[src/rtl/sccb_init_sequencer_if.sv]
// Command bus between the init sequencer and the 2-wire SCCB master.
// Ports: sccb_start/rw/ip_addr/reg_addr/data_in (sequencer -> master),
//        sccb_done (master -> sequencer, level).
interface sccb_init_sequencer_if;
    logic       sccb_start;
    logic       sccb_rw;
    logic [7:0] sccb_ip_addr;
    logic [7:0] sccb_reg_addr;
    logic [7:0] sccb_data_in;
    logic       sccb_done;

    // master: the side issuing commands (the init sequencer)
    modport master (
        output sccb_start, sccb_rw, sccb_ip_addr, sccb_reg_addr, sccb_data_in,
        input  sccb_done
    );

    // slave: the SCCB bus engine executing the commands
    modport slave (
        input  sccb_start, sccb_rw, sccb_ip_addr, sccb_reg_addr, sccb_data_in,
        output sccb_done
    );
endinterface

[src/rtl/sccb_init_sequencer.sv]
// Walks a 64-entry camera init ROM, issuing one SCCB write per entry, with ms delays.
// Latency: FETCH->START->start high is 2 cycles; GAP_CYCLES idle after done falls.
// Backpressure: holds start and reg/data stable until sccb_done or timeout; never starts on a stale done.
// Ports: XCLK/RST_N clock and async active-low reset; init_go start pulse;
//        sccb command bus (master modport); busy/init_done/init_err status; rom_index.
module sccb_init_sequencer #(
    parameter logic [7:0]  DEV_ID         = 8'h42,
    parameter int unsigned MS_CYCLES      = 50000,
    parameter int unsigned TIMEOUT_CYCLES = 100000,
    parameter int unsigned GAP_CYCLES     = 1000
) (
    input  logic                         XCLK,
    input  logic                         RST_N,
    input  logic                         init_go,
    sccb_init_sequencer_if.master        sccb,
    output logic                         busy,
    output logic                         init_done,
    output logic                         init_err,
    output logic [5:0]                   rom_index
);

    localparam logic [23:0] TO_LAST  = 24'(TIMEOUT_CYCLES - 1);
    localparam logic [15:0] GAP_LAST = 16'(GAP_CYCLES - 1);

    typedef enum logic [3:0] {
        S_IDLE, S_FETCH, S_START, S_WAIT, S_RELEASE,
        S_DELAY, S_NEXT, S_DONE, S_ERROR
    } state_t;

    state_t      state_q, state_d;
    logic [5:0]  idx_q, idx_d;
    logic [7:0]  reg_q, reg_d;
    logic [7:0]  dat_q, dat_d;
    logic        start_q, start_d;
    logic        busy_q, busy_d;
    logic        done_q, done_d;
    logic        err_q, err_d;
    logic [23:0] dly_q, dly_d;
    logic [15:0] gap_q, gap_d;
    logic [23:0] to_q, to_d;

    logic [15:0] rom_w;
    logic [39:0] dly_prod;
    logic [23:0] dly_load;

    // {reg_addr, data}; FFFF ends the table, F0xx is an xx-millisecond pause.
    function automatic logic [15:0] rom_word(input logic [5:0] idx);
        case (idx)
            6'd0:    rom_word = 16'h1280;  // COM7 soft reset
            6'd1:    rom_word = 16'hF00A;  // let the sensor settle 10 ms
            6'd2:    rom_word = 16'h1204;
            6'd3:    rom_word = 16'h1100;
            6'd4:    rom_word = 16'h0C00;
            6'd5:    rom_word = 16'h3E00;
            6'd6:    rom_word = 16'h4010;
            default: rom_word = 16'hFFFF;
        endcase
    endfunction

    assign rom_w    = rom_word(idx_q);
    assign dly_prod = 40'(rom_w[7:0]) * 40'(MS_CYCLES);
    // Clamp oversized delays rather than letting the 24-bit counter wrap.
    assign dly_load = (|dly_prod[39:24]) ? 24'hFF_FFFF : dly_prod[23:0];

    always_ff @(posedge XCLK or negedge RST_N) begin
        if (!RST_N) begin
            state_q <= S_IDLE;
            idx_q   <= '0;
            reg_q   <= '0;
            dat_q   <= '0;
            start_q <= 1'b0;
            busy_q  <= 1'b0;
            done_q  <= 1'b0;
            err_q   <= 1'b0;
            dly_q   <= '0;
            gap_q   <= '0;
            to_q    <= '0;
        end else begin
            state_q <= state_d;
            idx_q   <= idx_d;
            reg_q   <= reg_d;
            dat_q   <= dat_d;
            start_q <= start_d;
            busy_q  <= busy_d;
            done_q  <= done_d;
            err_q   <= err_d;
            dly_q   <= dly_d;
            gap_q   <= gap_d;
            to_q    <= to_d;
        end
    end

    always_comb begin
        state_d = state_q;
        idx_d   = idx_q;
        reg_d   = reg_q;
        dat_d   = dat_q;
        start_d = start_q;
        busy_d  = busy_q;
        done_d  = done_q;
        err_d   = err_q;
        dly_d   = dly_q;
        gap_d   = gap_q;
        to_d    = to_q;
        case (state_q)
            S_IDLE: begin
                if (init_go) begin
                    done_d  = 1'b0;
                    err_d   = 1'b0;
                    idx_d   = '0;
                    busy_d  = 1'b1;
                    state_d = S_FETCH;
                end
            end
            S_FETCH: begin
                if (rom_w == 16'hFFFF) begin
                    state_d = S_DONE;
                end else if (rom_w[15:8] == 8'hF0) begin
                    dly_d   = dly_load;
                    state_d = S_DELAY;
                end else begin
                    reg_d   = rom_w[15:8];
                    dat_d   = rom_w[7:0];
                    state_d = S_START;
                end
            end
            S_START: begin
                to_d = '0;
                // A done still high from the previous command must not look
                // like an instant completion of this one.
                if (!sccb.sccb_done) begin
                    start_d = 1'b1;
                    state_d = S_WAIT;
                end
            end
            S_WAIT: begin
                if (sccb.sccb_done) begin
                    start_d = 1'b0;
                    gap_d   = '0;
                    state_d = S_RELEASE;
                end else if (to_q >= TO_LAST) begin
                    start_d = 1'b0;
                    state_d = S_ERROR;
                end else begin
                    to_d = to_q + 24'd1;
                end
            end
            S_RELEASE: begin
                // Gap restarts if done is seen high again before it expires.
                if (sccb.sccb_done) begin
                    gap_d = '0;
                end else if (gap_q >= GAP_LAST) begin
                    state_d = S_NEXT;
                end else begin
                    gap_d = gap_q + 16'd1;
                end
            end
            S_DELAY: begin
                if (dly_q == '0) state_d = S_NEXT;
                else             dly_d   = dly_q - 24'd1;
            end
            S_NEXT: begin
                if (idx_q == 6'd63) begin
                    state_d = S_DONE;
                end else begin
                    idx_d   = idx_q + 6'd1;
                    state_d = S_FETCH;
                end
            end
            S_DONE: begin
                done_d  = 1'b1;
                busy_d  = 1'b0;
                state_d = S_IDLE;
            end
            S_ERROR: begin
                err_d   = 1'b1;
                busy_d  = 1'b0;
                state_d = S_IDLE;
            end
            default: state_d = S_IDLE;
        endcase
    end

    assign sccb.sccb_start    = start_q;
    assign sccb.sccb_rw       = 1'b0;
    assign sccb.sccb_ip_addr  = DEV_ID;
    assign sccb.sccb_reg_addr = reg_q;
    assign sccb.sccb_data_in  = dat_q;
    assign busy               = busy_q;
    assign init_done          = done_q;
    assign init_err           = err_q;
    assign rom_index          = idx_q;

endmodule

[src/flat_wrapper.sv]
// flat-port wrapper written by rule: the top's interface ports become plain ports
module sccb_init_sequencer_flat 
#(
    parameter logic [7:0]  DEV_ID         = 8'h42,
    parameter int unsigned MS_CYCLES      = 50000,
    parameter int unsigned TIMEOUT_CYCLES = 100000,
    parameter int unsigned GAP_CYCLES     = 1000
)
  (XCLK, RST_N, init_go, busy, init_done, init_err, rom_index, sccb_sccb_start, sccb_sccb_rw, sccb_sccb_ip_addr, sccb_sccb_reg_addr, sccb_sccb_data_in, sccb_sccb_done);
  sccb_init_sequencer_if sccb_i ();
  input  logic XCLK;
  input  logic RST_N;
  input  logic init_go;
  output logic busy;
  output logic init_done;
  output logic init_err;
  output logic [5:0] rom_index;
  output wire logic [$bits(sccb_i.sccb_start)-1:0] sccb_sccb_start;
  output wire logic [$bits(sccb_i.sccb_rw)-1:0] sccb_sccb_rw;
  output wire logic [$bits(sccb_i.sccb_ip_addr)-1:0] sccb_sccb_ip_addr;
  output wire logic [$bits(sccb_i.sccb_reg_addr)-1:0] sccb_sccb_reg_addr;
  output wire logic [$bits(sccb_i.sccb_data_in)-1:0] sccb_sccb_data_in;
  input wire logic [$bits(sccb_i.sccb_done)-1:0] sccb_sccb_done;
  assign sccb_sccb_start = sccb_i.sccb_start;
  assign sccb_sccb_rw = sccb_i.sccb_rw;
  assign sccb_sccb_ip_addr = sccb_i.sccb_ip_addr;
  assign sccb_sccb_reg_addr = sccb_i.sccb_reg_addr;
  assign sccb_sccb_data_in = sccb_i.sccb_data_in;
  assign sccb_i.sccb_done = sccb_sccb_done;
  sccb_init_sequencer #(.DEV_ID(DEV_ID), .MS_CYCLES(MS_CYCLES), .TIMEOUT_CYCLES(TIMEOUT_CYCLES), .GAP_CYCLES(GAP_CYCLES)) u_core (.XCLK(XCLK), .RST_N(RST_N), .init_go(init_go), .sccb(sccb_i), .busy(busy), .init_done(init_done), .init_err(init_err), .rom_index(rom_index));
endmodule
[config.mk]
export PLATFORM = sky130hd
export DESIGN_NAME = sccb_init_sequencer_flat
export DESIGN_NICKNAME = d
export VERILOG_FILES = /design/src/rtl/sccb_init_sequencer_if.sv /design/src/rtl/sccb_init_sequencer.sv /design/src/flat_wrapper.sv
export SDC_FILE = /design/constraint.sdc
export NUM_CORES = 1
export LEC_CHECK = 0
export CAP_MARGIN = 10
export CORE_MARGIN = 3
export CORE_UTILIZATION = 56
export CTS_BUF_LIST = sky130_fd_sc_hd__clkbuf_2 sky130_fd_sc_hd__clkbuf_4 sky130_fd_sc_hd__clkbuf_8
export DETAILED_ROUTE_END_ITERATION = 10
export GPL_ROUTABILITY_DRIVEN = 0
export PLACE_DENSITY = 0.76
export SLEW_MARGIN = 20
export SYNTH_ARGS = -nofsm -noshare
export SYNTH_HDL_FRONTEND = slang
export SYNTH_SLANG_ARGS = --single-unit
[constraint.sdc]
create_clock -name XCLK -period 6.7 [get_ports XCLK]
set_clock_uncertainty 0.1 [all_clocks]
set_input_delay 1.34 -clock XCLK [delete_from_list [all_inputs] [get_ports XCLK]]
set_output_delay 1.34 -clock XCLK [all_outputs]
set_load 0.1 [all_outputs]
==> metrics.cfg, run 1 <==
[setup_path]
r2r-start = u_core.rom_index[2]$_DFFE_PN0P_
cp_max_fo = 20
cp.required_ns = 6.83
reg2reg_depth = 16
end_kind = flop
crit_path_start = u_core.rom_index[2]$_DFFE_PN0P_
cp.arrival_ns = 5.43
start_kind = flop
worstSetupPathType = reg2reg
r2r-end = u_core.dly_q[19]$_DFFE_PN0P_
r2r_slack_ns = 1.40

[layout]
final_cell_mix = 89 x dfrtp_1, 62 x nand2_1, 58 x nor2_1
area_growth_pct = 8.06
diodes = 0
final_nets = 714
finalCoreUtilization = 0.635
final_cells = 804
fillers = 868
final_layout_size_suffix_gt1_frac = 0.0566
final_common_cell = dfrtp_1

[synthesis]
yosys.area_share.simple = 0.233
synth_top_area_frac = 0.380
synthDistinctLibCells = 65
synth_area_leaders = dfrtp_1 38%, ha_1 8.1%, o21ai_0 4.9%
ys_warn_count = 0
synth_seq_cells = 89
synth.area.mux_share = 0.00620
synth-adder-area-share = 0.102
synth_top_family_by_area = simple AND/OR/NAND/NOR gates
synthArstFlopShare = 1.00
synth-seq-area-share = 0.380
synth_compound_gate_area_share = 0.171
synth_ff_type = dfrtp_1
synth_area_um2 = 5850
synth_edf_count = 0
yosys.area_share.xor_xnor = 0.0464
synth_cells = 658
yosysTopAreaCell = dfrtp_1
syn_area_per_cell_um2 = 8.90

[route]
drt-initial-drc-count = 261
wire_per_inst_um = 15.7
routed_wirelength_um = 12600
vias = 4753
drt_first_pass_iters = 5
ant_nets = 0
drcViolationCount = 0
viasPerCell = 5.91

[global_route]
grt_pass1_vias = 4851
grt_pass1_wl_um = 22000
grt_overflow = 0
grt_antenna_before_repair = 0
grt_max_degree = 54
track_usage = 0.231

[floorplan]
die-width_um = 108
io_pins = 39
core_area_um2 = 9950
dieArea_um2 = 11700
dieHeight_um = 108
initial_core_util = 0.588
rows = 36

[clocking]
cts_setup_buffers = 0
cts_max_level = 3
clk_path_buf_depth = 2
cts-resized-gates = 0
cts_buffers = 9
clock_latency_ns = 0.36
path_clk_slew_ns = 0.09
clockRootBuffer = clkbuf_8
clock_sinks = 89
cts_tree = yes
ctsHoldBuffers = 0

[sta]
fin_crit_sh = 0.792
fin_ws_ns = 1.40
holdWs_ns = 0.391
fin_setup_tns_ns = 0
rsz0062_at_grt = false
min_period_ns = 5.30
setup_viol = 0
worst_slew_pin_slew_ns = 0.990
maxSlewViolCount = 0
max_freq_mhz = 189
slew_headroom = 0.338
final_hold_viol_count = 0

[placement]
port_buffers = 29
dp_slack_ns = 1.44
dp_cells = 788
hpwl_um = 9100

[power]
leakage_nw = 2.88
ir_drop_v = 0.000106
power_density_nw_per_um2 = 154

[worst_hold_path]
hold_start = u_core.sccb.sccb_data_in[4]$_DFFE_PN0P_
min_path_type = reg2reg
min_path_cells = 2
min_to = u_core.sccb.sccb_data_in[4]$_DFFE_PN0P_

[flow_run]
drv_cap = 0

[outcome]
status = finished, final reports clean

==> worst max-delay path: stages, from the launching register on <==
cell and delay, ns:
dfrtp_1 0.53, nor4_2 0.62, a2bb2oi_1 0.15, buf_4 0.21, inv_1 0.48, nand2_1 0.17
ha_1 0.35, ha_1 0.33, fa_1 0.48, ha_1 0.30, ha_1 0.35, nor2b_1 0.14
o21ai_0 0.28, a32oi_1 0.21, a31oi_1 0.24, xor2_1 0.17, o211ai_1 0.09
==> kinds of logic after synthesis <==
kind of cell	Yosys count
simple gates	262
other cells	2
xor+xnor	31
mux	3
compound gates	156
buf+inv	71
fa+ha+maj	44
flops	89
==> state kept, by name, indices dropped and copies added (netlist names), 4 cells and up <==
signal / cells
u_core.to_q: 24
u_core.sccb.sccb_reg_addr: 6
u_core.rom_index: 6
u_core.dly_q: 24
u_core.state_q: 4
u_core.gap_q: 16
u_core.sccb.sccb_data_in: 5
==> worst max path at each step <==
stage	cells after the start	endpoint	slack (ns)
final	16	u_core.dly_q[19]$_DFFE_PN0P_	1.40
after global routing	16	u_core.dly_q[15]$_DFFE_PN0P_	0.93
after CTS	16	u_core.dly_q[19]$_DFFE_PN0P_	1.40
after detailed placement	16	u_core.dly_q[19]$_DFFE_PN0P_	1.44
after global placement	16	u_core.dly_q[15]$_DFFE_PN0P_	1.56
after floorplan	19	u_core.dly_q[18]$_DFFE_PN0P_	1.43
==> final cells by class <==
type | instances | area, µm² | share of cell area
Timing Repair Buffer | 33 | 318 | 0.0502
Clock buffer | 10 | 131 | 0.0208
Tap cell | 133 | 166 | 0.0263
Inverter | 25 | 93.8 | 0.0148
Sequential cell | 89 | 2230 | 0.352
Multi-Input combinational cell | 508 | 3320 | 0.524
Clock inverter | 6 | 72.6 | 0.0115
==> synth_stat cells, types with 6 or more instances <==
| cell type | number |
|---|---|
| dfrtp_1 | 89 |
| nand2_1 | 62 |
| nor2_1 | 58 |
| o21ai_0 | 57 |
| ha_1 | 38 |
| a21oi_1 | 34 |
| inv_1 | 25 |
| clkbuf_1 | 21 |
| nand3_1 | 21 |
| nor3_1 | 21 |
| xor2_1 | 18 |
| a31oi_1 | 15 |
| buf_4 | 15 |
| and2_1 | 13 |
| xnor2_1 | 13 |
| and3_1 | 12 |
| nand2b_1 | 10 |
| nand4_1 | 10 |
| buf_2 | 8 |
| nor4_1 | 8 |
| o31ai_1 | 8 |
| and4_1 | 7 |
| fa_1 | 6 |
| o211ai_1 | 6 |
| or3_1 | 6 |
==> power breakdown <==
group | switching [W] | internal (W) | total, W | leakage [nW]
combinational | 0.0000442 | 0.00000863 | 0.0000529 | 1.60
sequential | 0.00000159 | 0.000538 | 0.000540 | 1.17
clock | 0.000201 | 0.000181 | 0.000383 | 0.101
total | 0.000247 | 0.000728 | 0.000976 | 2.88
==> metrics by stage <==
stage	instance area [µm²]	total power, W
floorplan	5890	0.000591
global placement	6120	0.000603
detailed placement	6120	0.000604
CTS	6330	0.000988
global route	6330	0.00101
finish	6330	0.000976
==> metal layers <==
| metal | vias up | GRT usage | wire, µm |
|---|---|---|---|
| li1 | 2353 | - | - |
| met1 | 2289 | 0.296 | 5670 |
| met2 | 92 | 0.409 | 6340 |
| met3 | 19 | 0.0269 | 401 |
| met4 | 0 | 0.0739 | 193 |
| met5 | - | 0 | 0 |
Note: power is estimated with default switching activity, not from simulation.
==> run 2: changes to the inputs <==
- PLACE_DENSITY: 0.76 -> 0.79
- clock period: 6.7 -> 4.3 ns (I/O delays scaled with it)
==> run 2 against run 1 <==
  * Setup slack lost 1.2 ns
  * Combinational power increased by 57%
  * Sequential share of layout area fell by 1.1 points
  * Largest power group unchanged
  * Die area did not move
  * Critical endpoint unchanged
==> metrics.cfg, run 2 (synthesis gave the netlist of run 1 again) <==
[outcome]
status = finished, final reports clean  ; unchanged

[clocking]
clockRootBuffer = clkbuf_8  ; unchanged
path_clk_slew_ns = 0.10  ; was 0.09 ns
cts_buffers = 9  ; unchanged
clock_latency_ns = 0.36  ; about the same
cts_max_level = 3  ; unchanged
cts_tree = yes  ; unchanged
clk_path_buf_depth = 2  ; unchanged
clock_sinks = 89  ; unchanged

[sta]
max_freq_mhz = 244  ; was 189 MHz
fin_setup_tns_ns = 0  ; unchanged
fin_crit_sh = 0.954  ; was 0.792
final_hold_viol_count = 0  ; unchanged
slew_headroom = 0.328  ; was 0.338
min_period_ns = 4.10  ; was 5.30 ns
worst_slew_pin_slew_ns = 1.00  ; was 0.990 ns
setup_viol = 0  ; unchanged
maxSlewViolCount = 0  ; unchanged

[route]
viasPerCell = 6.02  ; was 5.91
drt_first_pass_iters = 5  ; unchanged
drt-initial-drc-count = 353  ; was 261
routed_wirelength_um = 13100  ; was 12,600 µm
vias = 4935  ; was 4,753
wire_per_inst_um = 16.0  ; was 15.7 µm
drcViolationCount = 0  ; unchanged
ant_nets = 0  ; unchanged

[global_route]
grt_max_degree = 73  ; was 54
grt_antenna_before_repair = 0  ; unchanged
grt_overflow = 0  ; unchanged
grt_pass1_vias = 4796  ; was 4,851
track_usage = 0.237  ; was 0.231
grt_pass1_wl_um = 22500  ; was 22,000 µm

[floorplan]
core_area_um2 = 9950  ; unchanged
dieArea_um2 = 11700  ; unchanged
dieHeight_um = 108  ; unchanged
rows = 36  ; unchanged
die-width_um = 108  ; unchanged
initial_core_util = 0.588  ; unchanged
io_pins = 39  ; unchanged

[setup_path]
cp.required_ns = 4.48  ; was 6.83 ns
worstSetupPathType = reg2reg  ; unchanged
cp_max_fo = 6  ; was 20
start_kind = flop  ; unchanged
end_kind = flop  ; unchanged
cp.arrival_ns = 4.28  ; was 5.43 ns

[power]
ir_drop_v = 0.000142  ; was 0.000106 V
leakage_nw = 2.94  ; was 2.88 nW
power_density_nw_per_um2 = 222  ; was 154 nW/µm²

[layout]
final_common_cell = dfrtp_1  ; unchanged
final_layout_size_suffix_gt1_frac = 0.119  ; was 0.0566
area_growth_pct = 12.3  ; was 8.06%
fillers = 810  ; was 868
reg.largest.list = u_core.dly_q x24, u_core.to_q x24, u_core.gap_q x16  ; unchanged
finalCoreUtilization = 0.660  ; was 0.635
diodes = 0  ; unchanged
final_cell_mix = 83 x dfrtp_1, 61 x nand2_1, 57 x nor2_1  ; was 89 x dfrtp_1, 62 x nand2_1, 58 x nor2_1
design_area_um2 = 6570  ; was 6330 µm²
final_nets = 730  ; was 714

[flow_run]
drv_cap = 0  ; unchanged

[placement]
dpl_cell_area_um2 = 6340  ; was 6120 µm²
port_buffers = 29  ; unchanged
hpwl_um = 9600  ; was 9100 µm

[worst_hold_path]
min_path_type = reg2reg  ; unchanged

==> run 2: cell type report <==
class / count / area (µm²) / share of cell area
Clock inverter: 6 / 43.8 / 0.00666
Timing Repair Buffer: 49 / 438 / 0.0666
Clock buffer: 10 / 131 / 0.0200
Tap cell: 133 / 166 / 0.0253
Inverter: 25 / 98.8 / 0.0150
Multi-Input combinational cell: 508 / 3450 / 0.525
Sequential cell: 89 / 2240 / 0.342
==> run 2: worst max-delay path, cell delays in order (launching register included) <==
cell	delay, ns
dfrtp_4	0.52
or3_4	0.41
a2bb2oi_2	0.21
nor2_4	0.13
inv_1	0.07
ha_1	0.30
xnor2_1	0.13
ha_1	0.19
fa_1	0.53
inv_1	0.09
fa_2	0.40
nor2b_1	0.14
o21ai_1	0.12
a32oi_2	0.25
a31oi_1	0.13
xor2_1	0.15
o211ai_1	0.15
==> run 2: where the power goes <==
group,internal [W],switching (W)
clock network,0.000218,0.000316
registers,0.000839,0.00000239
logic,0.0000141,0.0000690
total,0.00107,0.000387
==> run 2: worst paths after layout <==
check | slack [ns] | endpoint | cells past startpoint | from
max | 0.20 | u_core.dly_q[19]$_DFFE_PN0P_ | 16 | u_core.rom_index[5]$_DFFE_PN0P_
min | 0.39 | u_core.sccb.sccb_data_in[7]$_DFFE_PN0P_ | 2 | u_core.sccb.sccb_data_in[7]$_DFFE_PN0P_
max reg2reg | 0.20 | u_core.dly_q[19]$_DFFE_PN0P_ | 16 | u_core.rom_index[5]$_DFFE_PN0P_
min reg2reg | 0.39 | u_core.sccb.sccb_data_in[7]$_DFFE_PN0P_ | 2 | u_core.sccb.sccb_data_in[7]$_DFFE_PN0P_
max in group asynchronous | 2.76 | u_core.to_q[4]$_DFFE_PN0P_ | 2 | RST_N
min in group asynchronous | 0.54 | u_core.sccb.sccb_data_in[3]$_DFFE_PN0P_ | 1 | RST_N
==> run 2: timing repair <==
| action | 4_1_cts | 5_1_grt |
|---|---|---|
| hold buffers | 0 | 0 |
| endpoints found under the setup margin | 3 | 4 |
| cloned | 0 | 0 |
| gates resized for setup | 1 | 7 |
| pin swaps | 0 | 7 |
| buffers inserted | 0 | 4 |
==> run 2: routing by layer <==
metal | wire length (µm) | GRT usage
met1 | 6100 | 0.321
met2 | 6240 | 0.392
met3 | 534 | 0.0322
met4 | 257 | 0.0812
met5 | 0 | 0
==> run 2: stage by stage <==
step,hold WS (ns),worst slack [ns],power [W],cells
floorplan,0.354,0.00494,0.000921,668
global placement,0.361,0.0897,0.000940,800
detailed placement,0.370,-0.0670,0.000942,800
CTS,0.392,0.0489,0.00147,816
global route,0.405,-0.0147,0.00151,820
finish,0.390,0.197,0.00146,820
==> run 3: changes to the inputs <==
- CTS_CLUSTER_SIZE: not set -> 25
- PLACE_DENSITY: 0.79 -> 0.76
- clock period: 4.3 -> 4.75 ns (I/O delays scaled with it)
==> run 3 against run 2 <==
  * Core utilization shrank 1.2 points
  * Critical endpoint is now u_core.dly_q[18]$_DFFE_PN0P_
  * Sequential power is 9.5% lower
  * Critical path depth shrank 1
==> metrics.cfg, run 3 (synthesis gave the netlist of run 1 again) <==
[outcome]
status = finished, final reports clean  ; unchanged

[global_route]
track_usage = 0.236  ; was 0.237
grt_antenna_before_repair = 0  ; unchanged
grt_pass1_wl_um = 22100  ; was 22,500 µm
grt_overflow = 0  ; unchanged
grt_max_degree = 60  ; was 73
grt_pass1_vias = 4735  ; was 4,796

[placement]
hpwl_um = 9420  ; was 9600 µm
port_buffers = 29  ; unchanged
dp_cells = 792  ; was 800

[power]
leakage_nw = 2.91  ; was 2.94 nW
power_w = 0.00142  ; was 0.00146 W
ir_drop_v = 0.000155  ; was 0.000142 V
power_density_nw_per_um2 = 221  ; was 222 nW/µm²

[setup_path]
crit_slowest_cell = dfrtp_4  ; was fa_1
critPathMostFrequentCell = ha_1
critPathMaxStageDelay_ns = 0.53  ; about the same
cp.required_ns = 4.90  ; was 4.48 ns
cp_max_fo = 8  ; was 6
start_kind = flop  ; unchanged
crit_chain = or3_1 -> a2bb2oi_2 -> nor2_2 -> inv_1 -> ha_1 -> ha_1 -> fa_1 -> ha_1 -> ha_1 -> a21o_1 -> a31oi_1 -> a21oi_1 -> a221oi_2 -> xnor2_1 -> a221o_1  ; was or3_4 -> a2bb2oi_2 -> nor2_4 -> inv_1 -> ha_1 -> xnor2_1 -> ha_1 -> fa_1 -> inv_1 -> fa_2 -> nor2b_1 -> o21ai_1 -> a32oi_2 -> a31oi_1 -> xor2_1 -> o211ai_1
cp.arrival_ns = 4.68  ; was 4.28 ns
worstSetupPathType = reg2reg  ; unchanged
end_kind = flop  ; unchanged

[route]
ant_nets = 0  ; unchanged
routed_wirelength_um = 13000  ; was 13,100 µm
drcViolationCount = 0  ; unchanged
drt_first_pass_iters = 5  ; unchanged
vias = 4929  ; was 4,935
viasPerCell = 6.09  ; was 6.02
wire_per_inst_um = 16.0  ; about the same
drt-initial-drc-count = 349  ; was 353

[layout]
final_layout_size_suffix_gt1_frac = 0.0842  ; was 0.119
final_cell_mix = 83 x dfrtp_1, 62 x nand2_1, 57 x nor2_1  ; was 83 x dfrtp_1, 61 x nand2_1, 57 x nor2_1
diodes = 0  ; unchanged
reg.largest.list = u_core.dly_q x24, u_core.to_q x24, u_core.gap_q x16  ; unchanged
final_common_cell = dfrtp_1  ; unchanged
area_growth_pct = 10.2  ; was 12.3%
final_cells = 810  ; was 820
final_nets = 720  ; was 730

[clocking]
cts_buffers = 9  ; unchanged
clock_latency_ns = 0.37  ; was 0.36 ns
clock_sinks = 89  ; unchanged
clk_path_buf_depth = 2  ; unchanged
cts_tree = yes  ; unchanged
cts_max_level = 3  ; unchanged
clockRootBuffer = clkbuf_8  ; unchanged
path_clk_slew_ns = 0.09  ; was 0.10 ns

[sta]
setup_viol = 0  ; unchanged
fin_crit_sh = 0.952  ; was 0.954
min_period_ns = 4.52  ; was 4.10 ns
rsz0062_at_grt = false
final_hold_viol_count = 0  ; unchanged
max_freq_mhz = 221  ; was 244 MHz
maxSlewViolCount = 0  ; unchanged
slew_headroom = 0.329  ; was 0.328
worst_slew_pin_slew_ns = 1.00  ; about the same
fin_setup_tns_ns = 0  ; unchanged

[floorplan]
dieHeight_um = 108  ; unchanged
rows = 36  ; unchanged
dieArea_um2 = 11700  ; unchanged
io_pins = 39  ; unchanged
initial_core_util = 0.588  ; unchanged
die-width_um = 108  ; unchanged
core_area_um2 = 9950  ; unchanged

[worst_hold_path]
min_path_type = reg2reg  ; unchanged

[flow_run]
drv_cap = 0  ; unchanged

[run 3: cell types whose count changed in the layout (fill, tap and decap cells not counted), sizes merged]
cell	delta
buf	-10
bufinv	+2
clkinvlp	-3
inv	+1
clkinv	+1
clkbuf	-1
[run 3: layer usage]
metal	track usage	share of wire	vias to the layer above
li1	-	-	2363
met5	0	0	-
met4	0.0938	0.024	0
met2	0.382	0.47	151
met3	0.0448	0.055	27
met1	0.315	0.45	2388
[run 3: repair_timing]
| item | CTS | global route |
|---|---|---|
| gates resized for setup | 0 | 8 |
| setup endpoints to repair | 0 | 8 |
| endpoints found under the hold margin | 0 | 0 |
| buffers inserted | 0 | 2 |
| hold buffers | 0 | 0 |
[run 3: critical path: cells and delay by family (launching register included)]
family | cells | cell delay (ns)
adders and majority gates | 5 | 1.65
AOI/OAI and AO/OA | 6 | 1.28
DFF | 1 | 0.53
and+or+nand+nor | 2 | 0.66
buffers and inverters | 1 | 0.11
xor gates and xnor gates | 1 | 0.10
[run 3: area by class of cell]
class                      count  area (µm²)
fill                         816        3500
clock buffer                   9         124
clock inverter                 7         103
sequential                    89        2240
inverter                      25        93.8
timing repair buffer          39         363
multi-input combinational    508        3360
tap                          133         166
[run 3: final timing paths]
path	to	start	slack [ns]	cells past startpoint
max	u_core.dly_q[18]$_DFFE_PN0P_	u_core.rom_index[3]$_DFFE_PN0P_	0.23	15
min	u_core.to_q[17]$_DFFE_PN0P_	u_core.to_q[17]$_DFFE_PN0P_	0.39	1
max reg2reg	u_core.dly_q[18]$_DFFE_PN0P_	u_core.rom_index[3]$_DFFE_PN0P_	0.23	15
min reg2reg	u_core.to_q[17]$_DFFE_PN0P_	u_core.to_q[17]$_DFFE_PN0P_	0.39	1
max in group asynchronous	u_core.dly_q[15]$_DFFE_PN0P_	RST_N	3.14	2
min in group asynchronous	u_core.sccb.sccb_reg_addr[6]$_DFFE_PN0P_	RST_N	0.53	1
[run 3: metrics by stage]
stage / utilization / cell area, µm² / setup WS (ns) / hold WS, ns
floorplan: - / 5930 / 0.0159 / 0.354
detailed placement: 0.621 / 6180 / 0.0302 / 0.372
global placement: 0.621 / 6180 / 0.179 / 0.364
finish: 0.648 / 6450 / 0.228 / 0.392
CTS: 0.644 / 6410 / 0.00277 / 0.398
global route: 0.648 / 6450 / 0.0361 / 0.420
[run 3: where the power goes]
part	switching (W)	internal (W)
Sequential	0.00000197	0.000759
Combinational	0.0000624	0.0000123
Clock	0.000287	0.000302
Total	0.000351	0.00107
